[src/rtl/wb_select_queue.sv]
//------------------------------------------------------------------------------
// wb_select_queue
//
// Write-back source selector feeding a small valid/ready queue towards the
// register file of the multicycle datapath. Each accepted transaction picks
// one of NUM_SRC sources (or the DEFAULT_VAL constant), captures it together
// with the destination register address, and queues it for the consumer.
// Illegal selects are made safe by returning DEFAULT_VAL and raising a sticky
// error flag. With DROP_ZERO set, writes to register 0 complete the handshake
// but are never stored.
//
// Ports
//   i_clk         rising-edge clock
//   i_reset       synchronous, active-low reset
//   i_src_data    packed sources, source k = i_src_data[k*DATA_W +: DATA_W]
//   i_sel         source select (NUM_SRC -> DEFAULT_VAL, above -> error)
//   i_in_addr     destination register of the offered transaction
//   i_in_valid    transaction offered
//   o_in_ready    queue can accept this cycle (registered state only)
//   o_out_data    head-of-queue data (last popped value while empty)
//   o_out_addr    head-of-queue register (last popped value while empty)
//   o_out_valid   head entry valid
//   i_out_ready   consumer takes the head entry this cycle
//   o_sel_err     sticky flag: an illegal select was accepted
//   i_err_clr     clears o_sel_err (a same-cycle set wins)
//   o_occupancy   number of stored entries
//------------------------------------------------------------------------------
module wb_select_queue #(
    parameter int                DATA_W      = 32,
    parameter int                NUM_SRC     = 11,
    parameter int                SEL_W       = 4,
    parameter int                ADDR_W      = 5,
    parameter int                DEPTH       = 2,
    parameter logic [DATA_W-1:0] DEFAULT_VAL = DATA_W'(227),
    parameter bit                DROP_ZERO   = 1'b1
) (
    input  logic                        i_clk,
    input  logic                        i_reset,
    input  logic [NUM_SRC*DATA_W-1:0]   i_src_data,
    input  logic [SEL_W-1:0]            i_sel,
    input  logic [ADDR_W-1:0]           i_in_addr,
    input  logic                        i_in_valid,
    output logic                        o_in_ready,
    output logic [DATA_W-1:0]           o_out_data,
    output logic [ADDR_W-1:0]           o_out_addr,
    output logic                        o_out_valid,
    input  logic                        i_out_ready,
    output logic                        o_sel_err,
    input  logic                        i_err_clr,
    output logic [$clog2(DEPTH):0]      o_occupancy
);

    localparam int PTR_W = $clog2(DEPTH);
    localparam int OCC_W = PTR_W + 1;

    localparam logic [SEL_W-1:0] SEL_DEFAULT = SEL_W'(NUM_SRC);
    localparam logic [OCC_W-1:0] OCC_FULL    = OCC_W'(DEPTH);

    // Queue storage and control
    logic [DATA_W-1:0] r_data [DEPTH];
    logic [ADDR_W-1:0] r_addr [DEPTH];
    logic [PTR_W-1:0]  r_wr_ptr;
    logic [PTR_W-1:0]  r_rd_ptr;
    logic [OCC_W-1:0]  r_occ;
    logic              r_sel_err;

    // Holds the most recently popped entry so the outputs stay stable
    // while the queue is empty; the slot under r_rd_ptr may contain stale
    // data from an earlier lap of the pointers.
    logic [DATA_W-1:0] r_last_data;
    logic [ADDR_W-1:0] r_last_addr;

    logic [DATA_W-1:0] w_sel_data;
    logic              w_sel_illegal;
    logic              w_in_ready;
    logic              w_out_valid;
    logic              w_accept;
    logic              w_push;
    logic              w_pop;
    logic              w_drop;

    //--------------------------------------------------------------------------
    // Source select. Every select value drives a defined result: anything
    // that does not match a real source falls through to DEFAULT_VAL.
    //--------------------------------------------------------------------------
    always_comb begin
        w_sel_data = DEFAULT_VAL;
        for (int i = 0; i < NUM_SRC; i++) begin
            if (i_sel == SEL_W'(i)) begin
                w_sel_data = i_src_data[i*DATA_W +: DATA_W];
            end
        end
    end

    assign w_sel_illegal = (i_sel > SEL_DEFAULT);

    //--------------------------------------------------------------------------
    // Handshakes. in_ready depends only on occupancy, so a full queue refuses
    // new data even when the consumer pops in the same cycle.
    //--------------------------------------------------------------------------
    assign w_in_ready  = (r_occ < OCC_FULL);
    assign w_out_valid = (r_occ != '0);
    assign w_accept    = i_in_valid && w_in_ready;
    assign w_drop      = DROP_ZERO && (i_in_addr == '0);
    assign w_push      = w_accept && !w_drop;
    assign w_pop       = w_out_valid && i_out_ready;

    //--------------------------------------------------------------------------
    // State update
    //--------------------------------------------------------------------------
    always_ff @(posedge i_clk) begin
        if (!i_reset) begin
            for (int i = 0; i < DEPTH; i++) begin
                r_data[i] <= '0;
                r_addr[i] <= '0;
            end
            r_wr_ptr    <= '0;
            r_rd_ptr    <= '0;
            r_occ       <= '0;
            r_sel_err   <= 1'b0;
            r_last_data <= '0;
            r_last_addr <= '0;
        end else begin
            if (w_push) begin
                r_data[r_wr_ptr] <= w_sel_data;
                r_addr[r_wr_ptr] <= i_in_addr;
                r_wr_ptr         <= r_wr_ptr + PTR_W'(1);
            end

            if (w_pop) begin
                r_last_data <= r_data[r_rd_ptr];
                r_last_addr <= r_addr[r_rd_ptr];
                r_rd_ptr    <= r_rd_ptr + PTR_W'(1);
            end

            // Push is only possible below DEPTH and pop only above zero,
            // so occupancy cannot leave [0, DEPTH].
            case ({w_push, w_pop})
                2'b10:   r_occ <= r_occ + OCC_W'(1);
                2'b01:   r_occ <= r_occ - OCC_W'(1);
                default: r_occ <= r_occ;
            endcase

            // A new error outranks a clear arriving in the same cycle.
            if (w_accept && w_sel_illegal) begin
                r_sel_err <= 1'b1;
            end else if (i_err_clr) begin
                r_sel_err <= 1'b0;
            end
        end
    end

    //--------------------------------------------------------------------------
    // Outputs
    //--------------------------------------------------------------------------
    assign o_in_ready  = w_in_ready;
    assign o_out_valid = w_out_valid;
    assign o_out_data  = w_out_valid ? r_data[r_rd_ptr] : r_last_data;
    assign o_out_addr  = w_out_valid ? r_addr[r_rd_ptr] : r_last_addr;
    assign o_sel_err   = r_sel_err;
    assign o_occupancy = r_occ;

endmodule

[config.mk]
export PLATFORM = sky130hd
export DESIGN_NAME = wb_select_queue
export DESIGN_NICKNAME = d
export VERILOG_FILES = /design/src/rtl/wb_select_queue.sv
export SDC_FILE = /design/constraint.sdc
export NUM_CORES = 1
export LEC_CHECK = 0
export ABC_AREA = 1
export CORE_MARGIN = 5
export CORE_UTILIZATION = 35
export DETAILED_ROUTE_END_ITERATION = 6
export HOLD_SLACK_MARGIN = 0.1
export PLACE_DENSITY = 0.73
export SLEW_MARGIN = 25
export SYNTH_ARGS = -nofsm -noshare
export SYNTH_HDL_FRONTEND = slang
export SYNTH_SLANG_ARGS = --single-unit
[constraint.sdc]
create_clock -name i_clk -period 3.1 [get_ports i_clk]
set_clock_uncertainty 0.1 [all_clocks]
set_input_delay 0.93 -clock i_clk [delete_from_list [all_inputs] [get_ports i_clk]]
set_output_delay 0.93 -clock i_clk [all_outputs]
set_load 0.01 [all_outputs]
==> metrics.log <==
INFO  metric grt_pass1_vias = 9389
INFO  metric critical_path_peak_fanout = 20
INFO  metric worst_max_slew_margin_expressed_relative_to_the_limit = 0.627
INFO  metric rsz0062_at_grt = false
INFO  metric clock_insertion_delay_worst_skew = 0.41 ns
INFO  metric globalRoute.totalOverflow = 0
INFO  metric grt_first_pass_wirelength = 53600 um
INFO  metric die_height = 160 um
INFO  metric cts.root.buffer_cell = sky130_fd_sc_hd__clkbuf_16
INFO  metric gp_congestion = 0.985
INFO  metric detail_route.iter0.violations = 646
INFO  metric unique_cell_type_count_in_the_yosys_netlist = 29
INFO  metric globalRouteMet1Util = 0.328
INFO  metric crit_path_kind = reg2out
INFO  metric power.density = 500 mW/mm^2
INFO  metric antenna_left = 0
INFO  metric syn_inst = 1144
INFO  metric outcome = complete, no violations
INFO  metric synth.yosys.seq_area_share = 0.390
INFO  metric total_leakage_power = 5.82 nW
INFO  metric crit_arrival = 2.01 ns
INFO  metric buffers_from_clock_root_to_sink_at_most = 2
INFO  metric boundaryPins = 408
INFO  metric drt-wirelength-per-cell = 19.0 um
INFO  metric mostFrequentLayoutCells = sky130_fd_sc_hd__clkdlybuf4s50_1, sky130_fd_sc_hd__nand2_1, sky130_fd_sc_hd__nor2_1
INFO  metric io_buffers = 407
INFO  metric grtUsageTotal = 0.268
INFO  metric core_footprint = 0.0224 sq mm
INFO  metric floorplan.initialDensity = 0.353
INFO  metric synth.largest_area_cell = sky130_fd_sc_hd__edfxtp_1
INFO  metric fmax = 329 MHz
INFO  metric maxCapViolCount = 0
INFO  metric start_kind = flop
INFO  metric die_area = 0.0257 sq mm
INFO  metric firstDrtPassIters = 5
INFO  metric post-synth-top-area-fraction = 0.281
INFO  metric number_of_design_rule_violations_left_after_detail_routing = 0
INFO  metric post_synth_instance_area = 0.00792 sq mm
INFO  metric ys.warnings.count = 0
INFO  metric detail_route.wirelength = 35900 um
INFO  metric report.final.setup_viol = 0
INFO  metric synth_nets = 1511
INFO  metric hold_class = reg2reg
INFO  metric grt_util_met2 = 0.465
INFO  metric clock_sink_count = 117
INFO  metric synthesized_flop_and_latch_total = 117
INFO  metric hold_viol_final = 0
INFO  metric antenna_violations_before_repair = 7
INFO  metric clock_input_transition_at_the_sequential_cells_of_the_worst_setup_and_hold_paths = 0.05 ns
INFO  metric nNetsFinal = 1951
INFO  metric fraction_of_final_layout_cells_with_drive_strength_greater_than_1 = 0.101
INFO  metric post-route-util = 0.602
INFO  metric post_drt_via_cell_ratio = 4.98
INFO  metric final_min_period_over_clock_period = 0.981
INFO  metric largest_net_degree_at_the_start_of_global_routing = 76
INFO  metric fp.dieW = 160 um
INFO  metric grtUsageMet3 = 0.0621
INFO  metric final_common_cell = sky130_fd_sc_hd__clkdlybuf4s50_1
INFO  metric drv_slew = 0
INFO  metric row_count = 55
INFO  metric cts_tree = built
INFO  metric worst-endpoint-required = 2.07 ns
INFO  metric timing_worst_slew_pin_value = 0.559 ns
INFO  metric synthTopCellsByArea = sky130_fd_sc_hd__edfxtp_1, sky130_fd_sc_hd__nand2_1, sky130_fd_sc_hd__dfxtp_1
INFO  metric syn_avg_cell_area = 6.92 sq um
INFO  metric detailroute.via_count = 9392
INFO  metric area_growth = 70.7%
INFO  metric period_needed = 3.04 ns
INFO  metric detailedPlacementHpwl = 29500 um
INFO  metric tritoncts.num_buffers = 17
INFO  metric end_kind = output pin
INFO  metric cts-htree-levels = 4
INFO  metric irDropWorstVdd = 0.000422 V
INFO  metric gr-max-usage-layer = met2
INFO  metric hold_slack = 0.353 ns
==> what timing repair did <==
| action | 4_1_cts | 5_1_grt |
|---|---|---|
| hold buffers | 0 | 0 |
| setup endpoints to repair | 7 | 18 |
| resized for setup | 6 | 13 |
| gates cloned | 0 | 1 |
| setup buffers | 0 | 0 |
==> area by class of cell <==
| type | count | area, sq um |
|---|---|---|
| Fill cell | 2059 | 8920 |
| Timing Repair Buffer | 484 | 4900 |
| Multi-Input combinational cell | 827 | 4090 |
| Sequential cell | 117 | 3080 |
| Clock buffer | 25 | 518 |
| Inverter | 137 | 517 |
| Tap cell | 285 | 357 |
| Clock inverter | 7 | 40.0 |
| Antenna cell | 4 | 10.0 |
==> critical path, stage by stage (launching register included) <==
cell and delay (ns):
sky130_fd_sc_hd__dfxtp_2 0.37, sky130_fd_sc_hd__buf_12 0.20, sky130_fd_sc_hd__mux2i_1 0.39, sky130_fd_sc_hd__o21ai_0 0.13, sky130_fd_sc_hd__clkdlybuf4s50_1 0.49
==> worst paths after layout <==
kind / from / end / slack (ns) / depth (start not counted)
max: flop / o_out_data[25] / 0.06 / 4
min: r_rd_ptr$_SDFFE_PN0P_ / flop / 0.35 / 1
max reg2reg: o_occupancy[0]$_SDFFE_PN0P_ / o_occupancy[1]$_SDFFE_PN0P_ / 1.12 / 10
min reg2reg: r_rd_ptr$_SDFFE_PN0P_ / flop / 0.35 / 1
==> kinds of logic (layout without fill, tap and decap cells) <==
logic type / after synthesis / in the layout / share of synthesized area
simple gates: 662 / 662 / 0.367
other cells: 0 / 4 / 0
fa+ha+maj: 1 / 1 / 0.00158
compound gates: 126 / 126 / 0.0928
mux: 37 / 37 / 0.0468
flops: 117 / 117 / 0.390
buf+inv: 200 / 653 / 0.101
xor+xnor: 1 / 1 / 0.00111
==> state kept, by name (all words and copies together), names as in the netlist, named ones only <==
signal / flops
r_data: 64
r_last_data: 32
r_addr: 10
r_last_addr: 5
o_occupancy: 2
o_sel_err: 1
r_rd_ptr: 1
r_wr_ptr: 1
==> Yosys cell counts <==
| master | n |
|---|---|
| sky130_fd_sc_hd__a211oi_1 | 37 |
| sky130_fd_sc_hd__a21oi_1 | 38 |
| sky130_fd_sc_hd__buf_1 | 2 |
| sky130_fd_sc_hd__buf_2 | 27 |
| sky130_fd_sc_hd__buf_4 | 3 |
| sky130_fd_sc_hd__clkbuf_1 | 31 |
| sky130_fd_sc_hd__clkinv_1 | 1 |
| sky130_fd_sc_hd__dfxtp_1 | 43 |
| sky130_fd_sc_hd__edfxtp_1 | 74 |
| sky130_fd_sc_hd__ha_1 | 1 |
| sky130_fd_sc_hd__inv_1 | 128 |
| sky130_fd_sc_hd__inv_2 | 7 |
| sky130_fd_sc_hd__inv_4 | 1 |
| sky130_fd_sc_hd__mux2i_1 | 37 |
| sky130_fd_sc_hd__nand2_1 | 329 |
| sky130_fd_sc_hd__nand2_2 | 2 |
| sky130_fd_sc_hd__nand2_4 | 1 |
| sky130_fd_sc_hd__nand3_1 | 81 |
| sky130_fd_sc_hd__nand3b_1 | 4 |
| sky130_fd_sc_hd__nand4_1 | 63 |
| sky130_fd_sc_hd__nor2_1 | 139 |
| sky130_fd_sc_hd__nor2_2 | 3 |
| sky130_fd_sc_hd__nor2_4 | 3 |
| sky130_fd_sc_hd__nor2_8 | 1 |
| sky130_fd_sc_hd__o21ai_0 | 50 |
| sky130_fd_sc_hd__o41ai_2 | 1 |
| sky130_fd_sc_hd__or2_0 | 12 |
| sky130_fd_sc_hd__or2_2 | 24 |
| sky130_fd_sc_hd__xor2_1 | 1 |
==> metal layers <==
metal,wire (um),vias to the layer above,part of all wire
li1,-,4639,-
met1,13900,4224,0.39
met2,18000,450,0.50
met3,2830,73,0.079
met4,1150,6,0.032
met5,34,-,0.00095
==> stage by stage <==
step                      worst slack (ns)  setup TNS, ns  instances  power (W)  area (sq um)
final                               0.0586              0       1886    0.00676         13500
after global routing              0.000984              0       1886    0.00711         13500
after CTS                           0.0107              0       1881    0.00671         13400
after detailed placement            -0.167          -3.48       1849    0.00489         12900
after global placement              -0.130          -1.82       1849    0.00485         12900
after floorplan                     0.0574              0       1144    0.00335          7920
==> where the power goes <==
| part | leakage [nW] | switching, W | internal, W |
|---|---|---|---|
| logic | 4.41 | 0.00143 | 0.00143 |
| registers | 1.13 | 0.000129 | 0.00196 |
| clock network | 0.278 | 0.000656 | 0.00115 |
| total | 5.82 | 0.00221 | 0.00455 |
Power figures use the tool's default switching activity.
